File: src/rtl/lcd_char_ctrl.sv
// HD44780-class character LCD controller for any ROWS x COLS panel, 8- or 4-bit bus.
// E strobes are timed on the system clock from a tick divider. Each frame works from a
// snapshot of the text taken at frame start, so one frame never mixes old and new text.
module lcd_char_ctrl #(
    parameter int unsigned ROWS      = 2,
    parameter int unsigned COLS      = 16,
    parameter int unsigned BUS4      = 0,
    parameter int unsigned AUTO      = 1,
    parameter int unsigned TICK_DIV  = 50,
    parameter int unsigned E_TICKS   = 1,
    parameter int unsigned CMD_TICKS = 50,
    parameter int unsigned CLR_TICKS = 2000,
    parameter int unsigned PWR_TICKS = 20000
) (
    input  logic                   clk,
    input  logic                   rst,
    input  logic [ROWS*COLS*8-1:0] frame_val,
    input  logic                   refresh_req,
    output logic                   busy,
    output logic                   frame_done,
    output logic [7:0]             lcd_data,
    output logic                   lcd_rs,
    output logic                   lcd_rw,
    output logic                   lcd_e
);

    if (ROWS == 0 || ROWS > 4) begin : g_bad_rows
        $fatal(1, "lcd_char_ctrl: ROWS must be 1..4");
    end
    if (COLS < 8 || COLS > 20) begin : g_bad_cols
        $fatal(1, "lcd_char_ctrl: COLS must be 8..20");
    end

    localparam int NCH = int'(ROWS * COLS);
    localparam logic [7:0] FN_SET = (BUS4 != 0) ? ((ROWS == 1) ? 8'h20 : 8'h28)
                                                : ((ROWS == 1) ? 8'h30 : 8'h38);

    typedef enum logic [2:0] {StPwr, StWake, StInit, StIdle, StLatch, StAddr, StChar} state_e;
    typedef enum logic [2:0] {WrIdle, WrSetup, WrHigh, WrHold, WrWait} wr_e;

    state_e state_q, state_d;
    wr_e    wr_q, wr_d;

    logic [31:0]            tick_cnt_q;
    logic                   tick;
    logic [31:0]            cnt_q, cnt_d;
    logic [31:0]            wcnt_q, wcnt_d;
    logic [2:0]             step_q, step_d;
    logic [1:0]             row_q, row_d;
    logic [4:0]             col_q, col_d;
    logic [6:0]             idx_q, idx_d;
    logic [ROWS*COLS*8-1:0] snap_q, snap_d;
    logic [7:0]             byte_q, byte_d;
    logic                   nib_q, nib_d;
    logic                   long_q, long_d;
    logic                   hi_q, hi_d;
    logic [7:0]             data_q, data_d;
    logic                   rs_q, rs_d;
    logic                   e_q, e_d;
    logic                   frame_done_q, frame_done_d;
    logic                   first_done_q, first_done_d;
    logic                   req_pend_q, req_pend_d;

    logic                   req_valid, req_rs, req_nib, wr_done;
    logic [7:0]             req_byte, char_byte;
    logic [31:0]            wait_ticks;
    int                     char_pos;

    // Free-running tick divider; tick is high for one clk on each wrap.
    always_ff @(posedge clk or posedge rst) begin
        if (rst) begin
            tick_cnt_q <= '0;
        end else if (tick) begin
            tick_cnt_q <= '0;
        end else begin
            tick_cnt_q <= tick_cnt_q + 32'd1;
        end
    end

    assign tick = (tick_cnt_q == TICK_DIV - 1);

    // Sequencer and write-engine state registers.
    always_ff @(posedge clk or posedge rst) begin
        if (rst) begin
            state_q      <= StPwr;
            wr_q         <= WrIdle;
            cnt_q        <= '0;
            wcnt_q       <= '0;
            step_q       <= '0;
            row_q        <= '0;
            col_q        <= '0;
            idx_q        <= '0;
            snap_q       <= '0;
            byte_q       <= '0;
            nib_q        <= 1'b0;
            long_q       <= 1'b0;
            hi_q         <= 1'b0;
            data_q       <= '0;
            rs_q         <= 1'b0;
            e_q          <= 1'b0;
            frame_done_q <= 1'b0;
            first_done_q <= 1'b0;
            req_pend_q   <= 1'b0;
        end else begin
            state_q      <= state_d;
            wr_q         <= wr_d;
            cnt_q        <= cnt_d;
            wcnt_q       <= wcnt_d;
            step_q       <= step_d;
            row_q        <= row_d;
            col_q        <= col_d;
            idx_q        <= idx_d;
            snap_q       <= snap_d;
            byte_q       <= byte_d;
            nib_q        <= nib_d;
            long_q       <= long_d;
            hi_q         <= hi_d;
            data_q       <= data_d;
            rs_q         <= rs_d;
            e_q          <= e_d;
            frame_done_q <= frame_done_d;
            first_done_q <= first_done_d;
            req_pend_q   <= req_pend_d;
        end
    end

    assign wait_ticks = long_q ? CLR_TICKS : CMD_TICKS;
    assign char_pos   = NCH - 1 - int'({25'd0, idx_q});
    assign char_byte  = snap_q[8*char_pos +: 8];

    // Next state: write engine (setup, E, hold, wait) and the frame sequencer feeding it.
    always_comb begin
        state_d      = state_q;
        wr_d         = wr_q;
        cnt_d        = cnt_q;
        wcnt_d       = wcnt_q;
        step_d       = step_q;
        row_d        = row_q;
        col_d        = col_q;
        idx_d        = idx_q;
        snap_d       = snap_q;
        byte_d       = byte_q;
        nib_d        = nib_q;
        long_d       = long_q;
        hi_d         = hi_q;
        data_d       = data_q;
        rs_d         = rs_q;
        e_d          = e_q;
        frame_done_d = 1'b0;
        first_done_d = first_done_q;
        req_pend_d   = req_pend_q;
        req_valid    = 1'b0;
        req_byte     = 8'h00;
        req_rs       = 1'b0;
        req_nib      = 1'b0;
        wr_done      = 1'b0;

        // Every phase lasts whole ticks; rs/data are only touched while E is low.
        unique case (wr_q)
            WrIdle: ;
            WrSetup: begin
                if (tick) begin
                    e_d    = 1'b1;
                    wcnt_d = '0;
                    wr_d   = WrHigh;
                end
            end
            WrHigh: begin
                if (tick) begin
                    if (wcnt_q == E_TICKS - 1) begin
                        e_d    = 1'b0;
                        wcnt_d = '0;
                        wr_d   = WrHold;
                    end else begin
                        wcnt_d = wcnt_q + 32'd1;
                    end
                end
            end
            WrHold: begin
                if (tick) begin
                    if (BUS4 != 0 && hi_q && !nib_q) begin
                        hi_d   = 1'b0;
                        data_d = {byte_q[3:0], 4'h0};
                        wr_d   = WrSetup;
                    end else begin
                        wcnt_d = '0;
                        wr_d   = WrWait;
                    end
                end
            end
            WrWait: begin
                if (tick) begin
                    if (wcnt_q == wait_ticks - 1) begin
                        wr_done = 1'b1;
                        wr_d    = WrIdle;
                    end else begin
                        wcnt_d = wcnt_q + 32'd1;
                    end
                end
            end
            default: wr_d = WrIdle;
        endcase

        unique case (state_q)
            StPwr: begin
                if (tick) begin
                    if (cnt_q == PWR_TICKS - 1) begin
                        step_d  = '0;
                        state_d = (BUS4 != 0) ? StWake : StInit;
                    end else begin
                        cnt_d = cnt_q + 32'd1;
                    end
                end
            end
            StWake: begin
                req_valid = 1'b1;
                req_nib   = 1'b1;
                req_byte  = (step_q < 3'd3) ? 8'h30 : 8'h20;
                if (wr_done) begin
                    if (step_q == 3'd3) begin
                        step_d  = '0;
                        state_d = StInit;
                    end else begin
                        step_d = step_q + 3'd1;
                    end
                end
            end
            StInit: begin
                req_valid = 1'b1;
                unique case (step_q)
                    3'd0:    req_byte = FN_SET;
                    3'd1:    req_byte = 8'h08;
                    3'd2:    req_byte = 8'h01;
                    3'd3:    req_byte = 8'h06;
                    default: req_byte = 8'h0C;
                endcase
                if (wr_done) begin
                    if (step_q == 3'd4) begin
                        state_d = StIdle;
                    end else begin
                        step_d = step_q + 3'd1;
                    end
                end
            end
            StIdle: begin
                if (AUTO != 0 || refresh_req || req_pend_q) begin
                    req_pend_d = 1'b0;
                    state_d    = StLatch;
                end
            end
            StLatch: begin
                snap_d  = frame_val;
                row_d   = '0;
                col_d   = '0;
                idx_d   = '0;
                state_d = StAddr;
            end
            StAddr: begin
                req_valid = 1'b1;
                req_byte  = 8'h80 | (row_q[0] ? 8'h40 : 8'h00) | (row_q[1] ? 8'(COLS) : 8'h00);
                if (wr_done) begin
                    state_d = StChar;
                end
            end
            StChar: begin
                req_valid = 1'b1;
                req_rs    = 1'b1;
                req_byte  = char_byte;
                if (wr_done) begin
                    idx_d = idx_q + 7'd1;
                    if (col_q == 5'(COLS - 1)) begin
                        col_d = '0;
                        if (row_q == 2'(ROWS - 1)) begin
                            frame_done_d = 1'b1;
                            first_done_d = 1'b1;
                            state_d      = StIdle;
                        end else begin
                            row_d   = row_q + 2'd1;
                            state_d = StAddr;
                        end
                    end else begin
                        col_d = col_q + 5'd1;
                    end
                end
            end
            default: state_d = StPwr;
        endcase

        // A request landing in the very clk that IDLE is entered must not be lost.
        if (AUTO == 0 && state_q != StIdle && state_d == StIdle && refresh_req) begin
            req_pend_d = 1'b1;
        end

        // Launch a write on a tick so the setup phase is one full tick long.
        if (req_valid && wr_q == WrIdle && tick) begin
            byte_d = req_byte;
            rs_d   = req_rs;
            nib_d  = req_nib;
            long_d = (req_byte == 8'h01) && !req_rs;
            hi_d   = 1'b1;
            data_d = (BUS4 != 0) ? {req_byte[7:4], 4'h0} : req_byte;
            wcnt_d = '0;
            wr_d   = WrSetup;
        end
    end

    assign busy       = !(state_q == StIdle && AUTO == 0 && first_done_q);
    assign frame_done = frame_done_q;
    assign lcd_data   = data_q;
    assign lcd_rs     = rs_q;
    assign lcd_rw     = 1'b0;
    assign lcd_e      = e_q;

endmodule

File: config.mk
export PLATFORM = sky130hd
export DESIGN_NAME = lcd_char_ctrl
export DESIGN_NICKNAME = d
export VERILOG_FILES = /design/src/rtl/lcd_char_ctrl.sv
export SDC_FILE = /design/constraint.sdc
export NUM_CORES = 1
export LEC_CHECK = 0
export ABC_AREA = 1
export BUFFER_PORTS_ARGS = -buffer_cell sky130_fd_sc_hd__buf_4
export CAP_MARGIN = 20
export CORE_ASPECT_RATIO = 1.25
export CORE_MARGIN = 4
export CORE_UTILIZATION = 59
export CTS_BUF_LIST = sky130_fd_sc_hd__clkbuf_16
export DETAILED_ROUTE_END_ITERATION = 16
export PLACE_DENSITY_LB_ADDON = 0.08
export SLEW_MARGIN = 20
export SYNTH_ARGS = -nofsm -noshare
export SYNTH_HDL_FRONTEND = slang
export SYNTH_SLANG_ARGS = --single-unit
File: constraint.sdc
create_clock -name clk -period 16.2 [get_ports clk]
set_clock_uncertainty 0.05 [all_clocks]
set_input_delay 1.62 -clock clk [delete_from_list [all_inputs] [get_ports clk]]
set_output_delay 1.62 -clock clk [all_outputs]
set_load 0.02 [all_outputs]
==> impl_metrics.ini, run 1 <==
[layout]
multi_input_area_sq_mm = 0.00984
nFillCells = 3087
seqCellArea_sq_mm = 0.00969
fin_nets = 3390
final_core_util_pct = 69.1
layout-drive-gt1-share_pct = 12.7
area_growth_pct = 15.8

[worst_setup_path]
ff2ff_setup_slack_ns = 12.69
worstPathArrival_ns = 4.74
critPathLaunchType = input pin
setup.worst_path.end_class = asynchronous set/reset pin
worst-r2r-cell-count = 15
worst-path-buf-inv = 5
crit_family = buffers and inverters
max_stage_delay_ns = 0.82
crit_slowest_cell = buf_4
cpMostUsedCell = buf_4
worstPathCellList = buf_4 -> inv_8 -> buf_4 -> buf_4 -> buf_4
worst-endpoint-required_ns = 16.78
worstReg2RegStart = idx_q[0]
path_class = input pin to asynchronous set/reset pin
cp_max_fo = 133
timing.rr.end = long_q

[routing]
postRouteWirelength_um = 60700
drc = 0
postRouteAntennaNets = 0
wl_per_cell_um = 16.7
detail_route.vias_per_cell = 5.47
dr.first_iter.drc_count = 1769
drtPass1Iterations = 5
vias = 19842

[logic_synthesis]
ys_seq_area_share_pct = 45.9
synth_edf_count = 0
avgSynthCellArea_sq_um = 7.18
syn-num-nets = 3210
ys_async_sr_fraction_pct = 100
yosysTopAreaCell = dfrtp_1
yosys_register_bits = 387
ys_warn_count = 0
syn_inst = 2937
synth.top_cell.area_share_pct = 45.9
syn_area_sq_mm = 0.0211
synth-main-ff-cell = dfrtp_1
synthTopCellsByArea = dfrtp_1 46%, nand2_1 23%, nand3_1 5.6%, inv_1 4.0%, o21ai_0 3.6%
ys_types = 50

[timing]
setup_tns_ns = 0
layout_setup_ws_ns = 12.04
rsz0062_at_grt = no
period_minus_slack_ns = 4.16
slew_headroom_pct = 26.6
report.final.slew_viol_count = 0
hold_viol = 0
fmax_mhz = 241
max_slew.worst_pin.slew_ns = 1.10
post-route-period-util_pct = 25.7
setup_violations = 0

[clock_network]
clock_tree.buffer_depth = 3
clk_pin_slew_ns = 0.06
postCtsSetupRepairBufs = 0
cts_tree = done
cts_sinks = 387
cts_resized = 0
cts_buffers = 41
cts.htree.levels = 2
insertion_delay_ns = 0.54
clock-root-buffer = clkbuf_16
hold_buffers = 0

[pwr]
powerDensity_mw_per_mm2 = 78.5
leakage_nw = 12.1
peakVddDrop_mv = 0.0790
p_total_w = 0.00192

[place]
preCtsSetupSlack_ns = 11.29
gp_congestion = 0.962
dp_hpwl_um = 41200
portBuffers = 268

[min_path]
holdPathStages = 2
worstHoldEndpoint = snap_q[26]
holdCritStartpoint = snap_q[26]
hold_class = flip-flop to flip-flop

[global_routing]
antenna_found_initial = 7
gr-total-overflow = 0
grt_usage_pct = 30.6
grt_first_pass_wirelength_um = 96300
grt_pass1_vias = 18829
grt_max_degree = 222

[status]
outcome = finished clean

[floorplan]
initial_core_util_pct = 59.7
num_io_pins = 272
row_count = 77
die_area_sq_mm = 0.0389
core_sq_mm = 0.0354
die_y_um = 219
die_w_um = 177

[run]
max-cap-violations = 0
==> state kept, by name, indices dropped and copies added, names as in the netlist <==
register	cells
snap_q	256
cnt_q	32
tick_cnt_q	32
wcnt_q	32
lcd_data	8
idx_q	7
col_q	5
state_q	3
step_q	3
wr_q	3
row_q	2
frame_done	1
lcd_e	1
lcd_rs	1
long_q	1
==> how the worst max path moves through the flow <==
stage | startpoint | to | cells past startpoint
after floorplan | rst | cnt_q[0] | 1
after global placement | rst | snap_q[57] | 5
after detailed placement | rst | snap_q[50] | 5
after CTS | rst | snap_q[11] | 5
after global routing | rst | snap_q[11] | 5
final | rst | snap_q[11] | 5
==> cell families (layout without fill, tap and decap cells) <==
logic type / after synthesis / count (layout) / share of synthesized area [%]
other: 2 / 9 / 0.0356
AND/OR/NAND/NOR: 1820 / 1820 / 35.9
buffers and inverters: 387 / 596 / 7.53
adder cells (fa/ha/maj): 14 / 14 / 0.830
flip-flops: 387 / 387 / 45.9
AO/OA/AOI/OAI: 243 / 243 / 6.30
XOR/XNOR: 84 / 84 / 3.49
==> cell usage after synthesis, types with 28 or more instances <==
cell / count
nor2_1: 150
nand2_1: 1279
dfrtp_1: 387
buf_2: 38
a21oi_1: 47
nor3_1: 45
xor2_1: 63
o21ai_0: 150
inv_1: 223
nand4_1: 35
clkbuf_1: 84
nor4_1: 28
nand3_1: 238
==> power by group <==
part / internal [W] / leakage, nW / total, W / switching [W]
Combinational: 0.0000395 / 7.45 / 0.0000739 / 0.0000344
Clock: 0.000491 / 0.641 / 0.000879 / 0.000388
Sequential: 0.000967 / 4.05 / 0.000967 / 0
==> metrics by stage <==
stage | cells | hold slack (ns) | area, sq um
floorplan | 2937 | 0.394 | 21100
global placement | 3546 | 0.411 | 23200
detailed placement | 3546 | 0.414 | 23200
CTS | 3618 | 0.431 | 24400
global route | 3627 | 0.442 | 24400
finish | 3627 | 0.425 | 24400
==> per-layer routing <==
| metal | wire [um] | track usage [%] | up-vias |
|---|---|---|---|
| met1 | 24300 | 39.7 | 9369 |
| li1 | - | - | 9620 |
| met4 | 2510 | 13.4 | 0 |
| met5 | 0 | 0 | - |
| met3 | 3400 | 3.53 | 125 |
| met2 | 30500 | 51.9 | 728 |
==> worst reg2reg max path, stage by stage, from the launching register on <==
cell and delay, ns:
dfrtp_4 0.68, inv_4 0.44, buf_4 0.82, nand2_1 0.25, nand3_1 0.14, nand2_1 0.18
nand2_1 0.10, nand3_1 0.11, nand3_1 0.13, nand3_1 0.15, nand2_1 0.11, inv_1 0.05
nand2_1 0.06, nor2_1 0.04, nand2_1 0.05, nand2_1 0.04
==> area by class of cell <==
type	instances	area share, %
diodes	7	0.0717
clock buffers	41	4.20
clock inverters	31	0.788
inverters	239	3.77
multi-input cells	2163	40.2
flip-flops and latches	387	39.6
well taps	474	2.43
repair buffers	285	8.87
==> layout by cell type, fill, tap and decap left out, drive strengths merged, types with 7 or more instances in the layout <==
cell type and n:
nor3 50, nor4 29, nand4 36, xnor2 21
ha 14, inv 248, diode 7, o21ai 156
xor2 63, dfrtp 387, or2 8, nor2 164
nand2 1283, nand3 245, a211oi 15, o211ai 11
a21oi 48, buf 285, clkbuf 41, clkinv 20
(Power assumes the default switching activity.)
==> run 2: changes to the inputs <==
Settings changed: ABC_AREA 1 to 0, CORE_UTILIZATION 59 to 52.
Clock period 16.2 ns to 3.5 ns, I/O delays scaled along.
==> run 2 against run 1 <==
  * Core utilization increased by 1.9 points
  * Largest cell class is now flip-flops and latches
  * Worst setup slack got worse by 11 ns
  * Non-clock buffer count is 271 higher
  * Critical path type is now flip-flop to flip-flop
  * Flip-flop and latch count is the same
  * Total power grew to 4.7 times the previous value
  * Area after synthesis fell by 13%
  * Highest routed layer unchanged
  * Combinational power increased to 8.1 times the previous value
  * Die area fell by 1.1%
  * Sequential share of layout area decreased by 0.35 points
  * Wire length fell by 13%
  * First-iteration DRC count down 36%
==> impl_metrics.ini, run 2 <==
[layout]
final_common_cell = nand2_1
area_growth_pct = 34.1
final_cell_mix = 839 x nand2_1, 385 x dfrtp_1, 290 x buf_4
nFillCells = 2494
largest_reg_flops = 256
top_register = snap_q
fin_nets = 2680
final_core_util_pct = 71.1
layout-drive-gt1-share_pct = 18.4

[routing]
drc = 0
postRouteAntennaNets = 0
detail_route.vias_per_cell = 5.44
wl_per_cell_um = 18.2
drtPass1Iterations = 6
postRouteWirelength_um = 52900
vias = 15809
dr.first_iter.drc_count = 1136

[worst_setup_path]
cp_max_fo = 8
critPathLaunchType = flip-flop
path_class = flip-flop to flip-flop
setup.worst_path.end_class = flip-flop
worst-endpoint-required_ns = 3.87
worstPathArrival_ns = 3.29

[global_routing]
gr-total-overflow = 0
grt_first_pass_wirelength_um = 85200
grt_max_degree = 154
antenna_found_initial = 3
grt_pass1_vias = 16508
grt_usage_pct = 27.7

[status]
outcome = finished clean

[pwr]
powerDensity_mw_per_mm2 = 364
power_frac_comb_pct = 6.7
p_int_w = 0.00703
clockPowerShare_pct = 43.5
peakVddDrop_mv = 0.282
p_seq_share_pct = 49.8
p_switching_w = 0.00194
swShare_pct = 21.7
leakage_nw = 10.8

[logic_synthesis]
synth_edf_count = 0
synth.mux.area_fraction_pct = 10.6
synth-compound-area-share_pct = 4.44
ys_seq_area_share_pct = 52.7
synth.top_cell.area_share_pct = 52.7
ys_types = 64
syn_inst = 1912
syn-num-nets = 2185
synth_fa_ha_area_share_pct = 0.953
synth_common_cells = 840 x nand2_1, 387 x dfrtp_1, 77 x mux4_2, 74 x clkbuf_1, 64 x nor2_1
synth_xor_area_share_pct = 3.19
yosys_register_bits = 387
synthTopCellsByArea = dfrtp_1 53%, nand2_1 17%, mux4_2 9.4%, xnor2_1 2.4%, clkbuf_1 1.5%
ys_warn_count = 0
syn_area_sq_mm = 0.0184
yosysMostFrequentCell = nand2_1
synth_top_family_by_area = simple AND/OR/NAND/NOR gates
synthSimpleGateAreaFrac_pct = 25.3
yosysTopAreaCell = dfrtp_1
synth-main-ff-cell = dfrtp_1
ys_async_sr_fraction_pct = 100
avgSynthCellArea_sq_um = 9.62

[floorplan]
die_y_um = 218
row_count = 76
die_w_um = 176
num_io_pins = 272
die_area_sq_mm = 0.0385
initial_core_util_pct = 53.0
core_sq_mm = 0.0347

[min_path]
hold_class = input pin to asynchronous set/reset pin

[place]
gp_congestion = 0.831
dp_hpwl_um = 33300
portBuffers = 268

[clock_network]
cts_sinks = 387
cts.htree.levels = 2
cts_tree = done
insertion_delay_ns = 0.54
clock-root-buffer = clkbuf_16
clk_pin_slew_ns = 0.06
clock_tree.buffer_depth = 3
cts_resized = 0
cts_buffers = 40

[timing]
post-route-period-util_pct = 83.6
setup_tns_ns = 0
setup_violations = 0
max_slew.worst_pin.slew_ns = 0.867
rsz0062_at_grt = no
fmax_mhz = 342
period_minus_slack_ns = 2.93
report.final.slew_viol_count = 0
hold_viol = 0
slew_headroom_pct = 42.2

[run]
max-cap-violations = 0
run 2: changes by cell type in the layout (fill, tap and decap cells not counted), moves of 33 or more:
cell           previous run  this run
inv_1                   232        29
nand3_1                 238        39
nand2_1                1277       839
xor2_1                   63        17
nor3_1                   45        12
dlygate4sd3_1             0       257
o21ai_0                 150        46
mux4_2                    0        77
nor2_1                  150        64
run 2: layer usage:
layer / GRT usage (%) / vias up / part of all wire [%]
met1: 34.6 / 7765 / 39
met2: 47.5 / 511 / 50
met3: 3.82 / 150 / 4.8
met4: 13.5 / 0 / 5.3
met5: 0 / - / 0
li1: - / 7383 / -
run 2: what timing repair did:
action / 4_1_cts / 5_1_grt
hold buffers: 257 / 0
hold endpoints to repair: 266 / 0
buffers inserted: 0 / 0
run 2: kinds of logic (layout without fill, tap and decap cells):
group,Yosys count,in the layout
AOI/OAI and AO/OA,129,129
xor gates and xnor gates,67,67
adders and majority gates,14,14
buffers and inverters,123,644
DFF,387,387
muxes,98,98
other,2,5
and+or+nand+nor,1092,1092
run 2: cell type report:
type	instances	area, sq um	area share [%]
Clock buffer	41	1030	4.16
Multi-Input combinational cell	1402	8200	33.3
Tap cell	468	586	2.37
Sequential cell	387	9690	39.3
Clock inverter	27	143	0.578
Antenna cell	3	7.51	0.0304
Inverter	20	78.8	0.320
Timing Repair Buffer	556	4930	20.0
run 2: through the flow:
stage / std cells / instance area, sq um / worst slack, ns / hold slack (ns) / power [W]
6_report: 2904 / 24700 / 0.574 / 0.322 / 0.00898
3_5_place_dp: 2576 / 20900 / 0.577 / 0.325 / 0.00491
5_1_grt: 2904 / 24700 / 0.324 / 0.349 / 0.00929
3_3_place_gp: 2576 / 20900 / 0.645 / 0.325 / 0.00491
2_1_floorplan: 1912 / 18400 / -2.10 / 0.387 / 0.00463
4_1_cts: 2901 / 24700 / 0.538 / 0.303 / 0.00905
run 2: path summary, 6_finish.rpt:
kind                       startpoint   endpoint  slack (ns)  cells past startpoint
setup / recovery           wcnt_q[27]  step_q[0]        0.57                      7
hold / removal                    rst   cnt_q[3]        0.32                      3
setup reg to reg           wcnt_q[27]  step_q[0]        0.57                      7
hold reg to reg             cnt_q[11]  cnt_q[11]        0.41                      1
max in group asynchronous         rst   idx_q[1]        1.85                      4
min in group clk            cnt_q[11]  cnt_q[11]        0.41                      1
run 2: power by group through the flow:
stage	Combinational (W)	Sequential, W	Clock [W]
2_1_floorplan	0.0000720	0.00456	0
6_report	0.000599	0.00447	0.00390
3_3_place_gp	0.000358	0.00456	0
4_1_cts	0.000587	0.00447	0.00399
5_1_grt	0.000639	0.00447	0.00418
3_5_place_dp	0.000357	0.00456	0
run 2: critical path: stages, from the launching register on:
cell	delay, ns
dfrtp_1	0.46
or4_1	0.57
nor3_2	0.21
and2_1	0.32
nand4_1	0.18
a2111oi_0	0.40
o21a_1	0.27
mux2_2	0.35
